### config.mk
export PLATFORM = sky130hd
export DESIGN_NAME = fir_tap_sequencer_flat
export DESIGN_NICKNAME = d
export VERILOG_FILES = /design/src/rtl/fir_tap_sequencer_if.sv /design/src/rtl/fir_tap_sequencer.sv /design/src/flat_wrapper.sv
export SDC_FILE = /design/constraint.sdc
export NUM_CORES = 1
export LEC_CHECK = 0
export CAP_MARGIN = 25
export CELL_PAD_IN_SITES_DETAIL_PLACEMENT = 0
export CELL_PAD_IN_SITES_GLOBAL_PLACEMENT = 1
export CORE_MARGIN = 4
export CORE_UTILIZATION = 52
export DETAILED_ROUTE_END_ITERATION = 8
export MAX_ROUTING_LAYER = met4
export PLACE_DENSITY = 0.83
export SKIP_LAST_GASP = 1
export SLEW_MARGIN = 20
export SYNTH_ARGS = -nofsm -noshare
export SYNTH_HDL_FRONTEND = slang
export SYNTH_SLANG_ARGS = --single-unit
export TNS_END_PERCENT = 1
### constraint.sdc
create_clock -name clk -period 10.62 [get_ports clk]
set_input_delay 2.124 -clock clk [delete_from_list [all_inputs] [get_ports clk]]
set_output_delay 2.124 -clock clk [all_outputs]
set_load 0.01 [all_outputs]
### src/rtl/fir_tap_sequencer_if.sv
// Sample, coefficient and result handshake bundle for the FIR tap sequencer.
// Latency: none, this file only groups wires.
// Backpressure: in_ready/out_ready carry the flow control in each direction.
interface fir_tap_sequencer_if #(
    parameter int NUM_REGS   = 8,
    parameter int DATA_WIDTH = 16,
    parameter int COEF_WIDTH = 16
);
    localparam int AW = $clog2(NUM_REGS);

    logic                  in_valid;
    logic                  in_ready;
    logic [DATA_WIDTH-1:0] in_data;
    logic                  coef_we;
    logic [AW-1:0]         coef_addr;
    logic [COEF_WIDTH-1:0] coef_data;
    logic                  coef_err;
    logic                  out_valid;
    logic                  out_ready;
    logic [DATA_WIDTH-1:0] out_data;
    logic                  busy;

    // Upstream/downstream side: drives samples, coefficients and result acceptance.
    modport master (
        output in_valid, in_data, coef_we, coef_addr, coef_data, out_ready,
        input  in_ready, coef_err, out_valid, out_data, busy
    );

    // Filter side.
    modport slave (
        input  in_valid, in_data, coef_we, coef_addr, coef_data, out_ready,
        output in_ready, coef_err, out_valid, out_data, busy
    );
endinterface

### src/rtl/fir_tap_sequencer.sv
// Time-multiplexed FIR: one shared signed MAC walks NUM_REGS taps over a circular sample buffer.
// Latency: sample accepted at edge N -> out_valid from cycle N+NUM_REGS+1; one sample per NUM_REGS+2 cycles.
// Backpressure: result held in OUTPUT until out_ready; in_ready only in IDLE. Macro FIR_SAT_EN saturates out_data.
module fir_tap_sequencer #(
    parameter int NUM_REGS   = 8,
    parameter int DATA_WIDTH = 16,
    parameter int COEF_WIDTH = 16
) (
    input  logic                  clk,
    input  logic                  rst,
    fir_tap_sequencer_if.slave    bus
);
    localparam int PW        = $clog2(NUM_REGS);
    localparam int PROD_W    = DATA_WIDTH + COEF_WIDTH;
    localparam int ACC_WIDTH = DATA_WIDTH + COEF_WIDTH + $clog2(NUM_REGS);
    localparam logic [PW-1:0] LAST = PW'(NUM_REGS - 1);

    typedef enum logic [1:0] {S_IDLE, S_ACCUM, S_OUTPUT} state_t;

    state_t                        r_state;
    state_t                        w_state_nxt;
    logic signed [DATA_WIDTH-1:0]  r_buf  [NUM_REGS];
    logic signed [COEF_WIDTH-1:0]  r_coef [NUM_REGS];
    logic signed [ACC_WIDTH-1:0]   r_acc;
    logic [PW-1:0]                 r_wr_ptr;
    logic [PW-1:0]                 r_rd_ptr;
    logic [PW-1:0]                 r_tap;
    logic [DATA_WIDTH-1:0]         r_out_data;
    logic                          r_out_valid;
    logic                          r_busy;
    logic                          r_coef_err;

    logic signed [PROD_W-1:0]      w_prod;
    logic signed [ACC_WIDTH-1:0]   w_acc_nxt;
    logic [DATA_WIDTH-1:0]         w_result;
    logic                          w_last;
    logic                          w_accept;

    assign w_accept  = (r_state == S_IDLE) && bus.in_valid;
    assign w_last    = (r_tap == LAST);
    assign w_prod    = r_buf[r_rd_ptr] * r_coef[r_tap];
    // Guard bits above the product mean this sum can never overflow.
    assign w_acc_nxt = r_acc + {{(ACC_WIDTH-PROD_W){w_prod[PROD_W-1]}}, w_prod};

`ifdef FIR_SAT_EN
    logic signed [ACC_WIDTH-1:0]   w_acc_sh;
    logic                          w_ovf;
    assign w_acc_sh = w_acc_nxt >>> (COEF_WIDTH-1);
    // Bits above the output sign must all match it, otherwise the value is out of range.
    assign w_ovf    = !(&w_acc_sh[ACC_WIDTH-1:DATA_WIDTH-1]) && (|w_acc_sh[ACC_WIDTH-1:DATA_WIDTH-1]);
    assign w_result = !w_ovf ? w_acc_sh[DATA_WIDTH-1:0] :
                      (w_acc_sh[ACC_WIDTH-1] ? {1'b1, {(DATA_WIDTH-1){1'b0}}}
                                             : {1'b0, {(DATA_WIDTH-1){1'b1}}});
`else
    // Plain truncating wrap of the Q-aligned accumulator.
    assign w_result = w_acc_nxt[COEF_WIDTH-1 +: DATA_WIDTH];
`endif

    assign bus.in_ready  = (r_state == S_IDLE);
    assign bus.out_valid = r_out_valid;
    assign bus.out_data  = r_out_data;
    assign bus.busy      = r_busy;
    assign bus.coef_err  = r_coef_err;

    // State register.
    always_ff @(posedge clk) begin
        if (rst) r_state <= S_IDLE;
        else     r_state <= w_state_nxt;
    end

    // Next-state decode: accept -> walk every tap -> hold result until taken.
    always_comb begin
        w_state_nxt = r_state;
        case (r_state)
            S_IDLE:   if (bus.in_valid)  w_state_nxt = S_ACCUM;
            S_ACCUM:  if (w_last)        w_state_nxt = S_OUTPUT;
            S_OUTPUT: if (bus.out_ready) w_state_nxt = S_IDLE;
            default:                     w_state_nxt = S_IDLE;
        endcase
    end

    // Datapath: sample capture, MAC sequencing, coefficient bank and output registers.
    always_ff @(posedge clk) begin
        if (rst) begin
            for (int i = 0; i < NUM_REGS; i++) begin
                r_buf[i]  <= '0;
                r_coef[i] <= '0;
            end
            r_acc       <= '0;
            r_wr_ptr    <= '0;
            r_rd_ptr    <= '0;
            r_tap       <= '0;
            r_out_data  <= '0;
            r_out_valid <= 1'b0;
            r_busy      <= 1'b0;
            r_coef_err  <= 1'b0;
        end else begin
            r_coef_err <= 1'b0;
            // Bank only changes while no computation is reading it.
            if (bus.coef_we) begin
                if (r_state == S_IDLE) r_coef[bus.coef_addr] <= bus.coef_data;
                else                   r_coef_err <= 1'b1;
            end
            if (w_accept) begin
                r_buf[r_wr_ptr] <= bus.in_data;
                r_rd_ptr        <= r_wr_ptr;
                r_wr_ptr        <= (r_wr_ptr == LAST) ? '0 : r_wr_ptr + 1'b1;
                r_tap           <= '0;
                r_acc           <= '0;
                r_busy          <= 1'b1;
            end
            if (r_state == S_ACCUM) begin
                r_acc    <= w_acc_nxt;
                r_tap    <= r_tap + 1'b1;
                r_rd_ptr <= (r_rd_ptr == '0) ? LAST : r_rd_ptr - 1'b1;
                if (w_last) begin
                    r_out_data  <= w_result;
                    r_out_valid <= 1'b1;
                end
            end
            if (r_state == S_OUTPUT && bus.out_ready) begin
                r_out_valid <= 1'b0;
                r_busy      <= 1'b0;
            end
        end
    end
endmodule

### src/flat_wrapper.sv
// flat-port wrapper written by rule: the top's interface ports become plain ports
module fir_tap_sequencer_flat 
#(
    parameter int NUM_REGS   = 8,
    parameter int DATA_WIDTH = 16,
    parameter int COEF_WIDTH = 16
)
  (clk, rst, bus_in_valid, bus_in_data, bus_coef_we, bus_coef_addr, bus_coef_data, bus_out_ready, bus_in_ready, bus_coef_err, bus_out_valid, bus_out_data, bus_busy);
  fir_tap_sequencer_if #(.NUM_REGS(NUM_REGS), .DATA_WIDTH(DATA_WIDTH), .COEF_WIDTH(COEF_WIDTH)) bus_i ();
  input  logic clk;
  input  logic rst;
  input wire logic [$bits(bus_i.in_valid)-1:0] bus_in_valid;
  input wire logic [$bits(bus_i.in_data)-1:0] bus_in_data;
  input wire logic [$bits(bus_i.coef_we)-1:0] bus_coef_we;
  input wire logic [$bits(bus_i.coef_addr)-1:0] bus_coef_addr;
  input wire logic [$bits(bus_i.coef_data)-1:0] bus_coef_data;
  input wire logic [$bits(bus_i.out_ready)-1:0] bus_out_ready;
  output wire logic [$bits(bus_i.in_ready)-1:0] bus_in_ready;
  output wire logic [$bits(bus_i.coef_err)-1:0] bus_coef_err;
  output wire logic [$bits(bus_i.out_valid)-1:0] bus_out_valid;
  output wire logic [$bits(bus_i.out_data)-1:0] bus_out_data;
  output wire logic [$bits(bus_i.busy)-1:0] bus_busy;
  assign bus_i.in_valid = bus_in_valid;
  assign bus_i.in_data = bus_in_data;
  assign bus_i.coef_we = bus_coef_we;
  assign bus_i.coef_addr = bus_coef_addr;
  assign bus_i.coef_data = bus_coef_data;
  assign bus_i.out_ready = bus_out_ready;
  assign bus_in_ready = bus_i.in_ready;
  assign bus_coef_err = bus_i.coef_err;
  assign bus_out_valid = bus_i.out_valid;
  assign bus_out_data = bus_i.out_data;
  assign bus_busy = bus_i.busy;
  fir_tap_sequencer #(.NUM_REGS(NUM_REGS), .DATA_WIDTH(DATA_WIDTH), .COEF_WIDTH(COEF_WIDTH)) u_core (.clk(clk), .rst(rst), .bus(bus_i));
endmodule
After elaboration in Yosys (flattened, before gate mapping) --
Memories as Yosys holds them, arrays and structs flattened. A register that Yosys moved wholly into a read port is not among the register bits. Cells that the tools add are included.
Cells by class: divide/modulo/power cells 0, multiplexer cells 32, $add $sub $neg 4, multipliers 1, equality and inequality tests 7, bitwise gates (word level) 1, reduce and logical (&&, ||, !) cells 11, $lt $le $gt $ge 0, shifts and indexed selects 0
Operators with widths (number):
- 2-to-1 mux 35 bit | 2
- 2-to-1 mux 3 bit | 12
- adder 35 bit | 1
- multiplier 16 x 16 -> 32 bit | 1
- 2-to-1 mux 16 bit | 2
- OR reduction 16 bit | 2
- 2-to-1 mux 1 bit | 12
- adder 3 x 1 -> 3 bit (second input constant) | 2
- equality test 3 bit (second input constant) | 2
- 2-to-1 mux 2 bit | 3
- case mux 2 bit (3 select lines) | 1
- inequality test 2 bit (second input constant) | 2
- OR reduction 2 bit | 2
- zero test 3 bit | 1
- AND reduction 3 bit | 1
- subtractor 3 x 1 -> 3 bit (second input constant) | 1
- equality test 2 x 1 -> 1 bit (second input constant) | 1
- equality test 2 bit (second input constant) | 1
- logical AND 1 bit | 2
- zero test 2 bit | 1
- inequality test 2 x 1 -> 1 bit (second input constant) | 1
- AND reduction 2 bit | 1
- nonzero test 2 bit | 1
- inverter 1 bit | 1
Word-level totals: memories kept 2, flip-flop bits (word level) 65, output and inout port bits 20, bits of input ports 40, logic and storage cells 67, latch bits 0, bits in writable memories 256, memory bits (read-only) 0
Memories:
- u_core.r_buf | words 8, bits a word 16, read ports 1, clocked after memory_dff 1, wr ports 8, line fir_tap_sequencer.sv:22 | logic signed [DATA_WIDTH-1:0] r_buf [NUM_REGS];
- u_core.r_coef | words 8, bits a word 16, read ports 1, clocked after memory_dff 1, wr ports 8, line fir_tap_sequencer.sv:23 | logic signed [COEF_WIDTH-1:0] r_coef [NUM_REGS];

Depth between registers and ports, before layout --
word-level depth 7, mapped depth 39

Worst setup path after synthesis --
No wires, ideal clock.
path kind register to register, start point register (tool-made name), end point register u_core.r_out_data[15] (netlist: u_core.bus.out_data[15]), stages on the path, launching flop included 36, data arrival time 8723 ps, slack 1775 ps, path through dfxtp_1 buf_2 buf_2 mux4_2 mux2i_1 clkbuf_1 nor2_1 fa_1 inv_1 fa_1 fa_1 fa_1 inv_1 fa_1 inv_1 fa_1 inv_1 ha_1 a21oi_1 inv_1 a21oi_1 a21boi_0 a41oi_1 a21oi_1 a211oi_1 xnor2_1 ha_1 a21o_1 a21o_1 a21oi_1 nand3b_1 a21oi_1 nor2_1 xnor2_1 and3b_1 a311o_1
RTL lines:
- end signal: assignment | line fir_tap_sequencer.sv:117 | r_out_data <= w_result;
- end: declaration | line fir_tap_sequencer.sv:28 | logic [DATA_WIDTH-1:0] r_out_data;

==> qor.txt <==
clock latency on the worst-skew pair -> 0.54 ns
EDFF count, synth -> 256
Hold Crit Class -> register to register
TNS Setup -> 0 ns
Die Y -> 227 µm
Initial Utilization -> 0.531
Final Net Count -> 2778
Rows -> 79
initial antenna violation count -> 0
WL final -> 62100 µm
crit end category -> register
I/O pin count -> 60
count of different cell masters after synthesis -> 62
hold_buf cts -> 0
Crit Path Category -> register to register
max incr delay on CP -> 0.76 ns
DR WL/cell -> 20.7 µm
DR pass1 iterations -> 7
CTS Buffer Depth -> 3
vias in the first global route -> 17.9k
unrepaired setup endpoints after global routing -> false
gpl congestion -> 0.942
Compound-Gate Fraction of Synth Area -> 0.0584
YS warnings -> 0
via count -> 16.8k
Setup Skew -> 0.0162 ns
Crit path arrival time -> 9.83 ns
first-pass GRT wire length -> 98600 µm
CP delay by family, top -> adder cells
die area -> 51500 µm²
WP buf/inv -> 4
main combinational cell family by area after synthesis -> adder cells
area delta synth->final -> 10.9%
GRT Util Overall -> 0.256
core box area -> 47000 µm²
Cells after Synth -> 2273
Synth Area in Simple Gates -> 0.153
# resized after CTS -> 0
Crit-path slowest cell -> dfxtp_2
Fmax achieved -> 106 MHz
Final Cycle Share -> 0.887
ys flop type -> edfxtp_1
Max-Cap Viols -> 0
fraction of layout cells with a size suffix above 1 -> 0.0921
H-Tree Depth -> 2
GR Util met3 -> 0.0409
Synth Area in Adders -> 0.266
M2 GR Usage -> 0.433
Critical Path RT -> 11.03 ns
GR peak layer -> met2
Synth Cell Area -> 24900 µm²
detailed placer's ending HPWL -> 45900 µm
Buffers on Ports -> 59
slew margin rel. -> 0.329
endpoints failing setup -> 0
post-synthesis xor/xnor area fraction -> 0.0211
largest cells by area after synthesis -> edfxtp_1 (31%), fa_1 (21%), and2_1 (6.6%)
Worst Max-Slew Pin Slew -> 0.978 ns
Via-to-Cell Ratio -> 5.61
total CTS buffers -> 36
met1 Usage GRT -> 0.328
CTS tree -> built
Detailed Route Iter0 Violations -> 1394
Crit Path Max Fanout -> 18
outcome -> finished clean
Synth Register Bits -> 323
Max Slew Vio Count -> 0
Critical Path Start Type -> register
Async S/R FF share, synth -> 0
Period minus WS final -> 9.42 ns
Clk pin slew, worst setup/hold paths -> 0.06 ns
Root Driver -> clkbuf_16
sequential fraction of the synthesis area -> 0.362
Mapped Nets -> 2689
fill count -> 3875
Final Hold Violating Endpoints -> 0
DIE WIDTH -> 227 µm
CTS Sinks -> 323
setup bufs post-CTS -> 0
most frequent CP cell -> fa_1
average size of a mapped cell -> 11.0 µm²
share of the synthesized area in the top cell type -> 0.308
GR Overflow Total -> 0
Residual DRC -> 0
Detail Route Antenna Nets -> 0
pin count of the biggest net entering global routing -> 55
multiplexer share of the synthesized area -> 0.0789
post-synth top area cell -> edfxtp_1
## cell usage after synthesis, types with 13 or more instances
cell      count
a21o_1       20
a21oi_1      82
and2_1      262
clkbuf_1     65
dfxtp_1      67
edfxtp_1    256
fa_1        257
ha_1        119
inv_1       321
mux2_2       23
mux2i_1      24
mux4_2       64
nand2_1     195
nand2b_1     24
nand3_1      24
nor2_1      186
nor2b_1      13
nor3_1       20
o21a_1       13
o21ai_0      51
xnor2_1      39
xor2_1       21
## through the flow
stage	util	instance area, µm²	setup WS, ns	cells	hold slack (ns)
after floorplan	-	24900	1.78	2273	0.422
after global placement	0.564	26500	1.37	2930	0.443
after detailed placement	0.565	26500	1.20	2930	0.449
after CTS	0.589	27600	1.14	2995	0.460
after global routing	0.589	27600	0.540	2996	0.479
final	0.589	27600	1.20	2997	0.458
## worst reg2reg max path, delay by kind of cell (launching register included)
kind / cells / cell delay (ns)
DFF: 1 / 0.76
xor gates and xnor gates: 2 / 0.30
adders and majority gates: 8 / 3.68
and+or+nand+nor: 7 / 0.93
buffers and inverters: 4 / 0.48
AOI/OAI and AO/OA: 10 / 2.22
muxes: 2 / 0.92
## path summary, 6_finish.rpt
check	to	startpoint	cells past startpoint	slack [ns]
min reg2reg	u_core.bus.out_data[2]	u_core.bus.out_data[2]	2	0.46
min	u_core.bus.out_data[2]	u_core.bus.out_data[2]	2	0.46
max reg2reg	u_core.bus.out_data[15]	register	33	1.20
max	u_core.bus.out_data[15]	register	33	1.20
## logic make-up (layout without fill, tap and decap cells)
logic type	Yosys count	after routing
other cells	0	1
compound gates	234	234
buf+inv	398	514
mux	113	113
flops	323	323
simple gates	769	769
fa+ha+maj	376	376
xor+xnor	60	60
## cells in the final DEF, fill, tap and decap left out, drive strengths merged, types with 6 or more instances in the layout
cell | synthesis | routed
inv | 321 | 322
clkdlybuf4s50 | 0 | 58
o211ai | 6 | 6
xnor2 | 39 | 39
clkinv | 0 | 10
nand3 | 24 | 24
xor2 | 21 | 21
mux2i | 26 | 26
nand2b | 24 | 24
a22oi | 7 | 7
nor2b | 13 | 13
dfxtp | 67 | 67
clkbuf | 65 | 53
nor2 | 186 | 186
edfxtp | 256 | 256
or2 | 7 | 7
ha | 119 | 119
mux2 | 23 | 23
and2 | 263 | 263
and3 | 9 | 9
a211oi | 10 | 10
fa | 257 | 257
mux4 | 64 | 64
buf | 12 | 70
a21oi | 82 | 82
nand4 | 8 | 8
nor3 | 20 | 20
a21o | 20 | 20
or3 | 8 | 8
nand2 | 195 | 195
o21a | 13 | 13
o21ai | 52 | 52
## metal layers
layer,routed length [µm],share of wire,up-vias
met2,31500,0.51,464
li1,-,-,7698
met1,25800,0.41,8541
met5,0,0,-
met4,1520,0.024,0
met3,3320,0.053,121
## flip-flops by register name, summed over array words and instances, names as in the netlist, named ones only
signal,count
u_core.r_state,2
u_core.r_rd_ptr,3
u_core.bus.out_valid,1
u_core.bus.coef_err,1
u_core.bus.busy,1
u_core.r_wr_ptr,3
u_core.r_buf,128
u_core.bus.out_data,16
u_core.r_tap,3
u_core.r_coef,128
u_core.r_acc,31
## area by class of cell
cell class                 instances  area, µm²  share of cell area
tap                              607        759              0.0275
antenna                            1       2.50           0.0000905
multi-input combinational       1552      14400               0.521
clock buffer                      53       1040              0.0375
clock inverter                    12       97.6             0.00353
inverter                         321       1200              0.0436
sequential                       323       9030               0.327
timing repair buffer             128       1100              0.0399
Power is left out: the tool's default activity adds up to more than one toggle a clock period on the data nets, which glitch-free logic cannot reach.
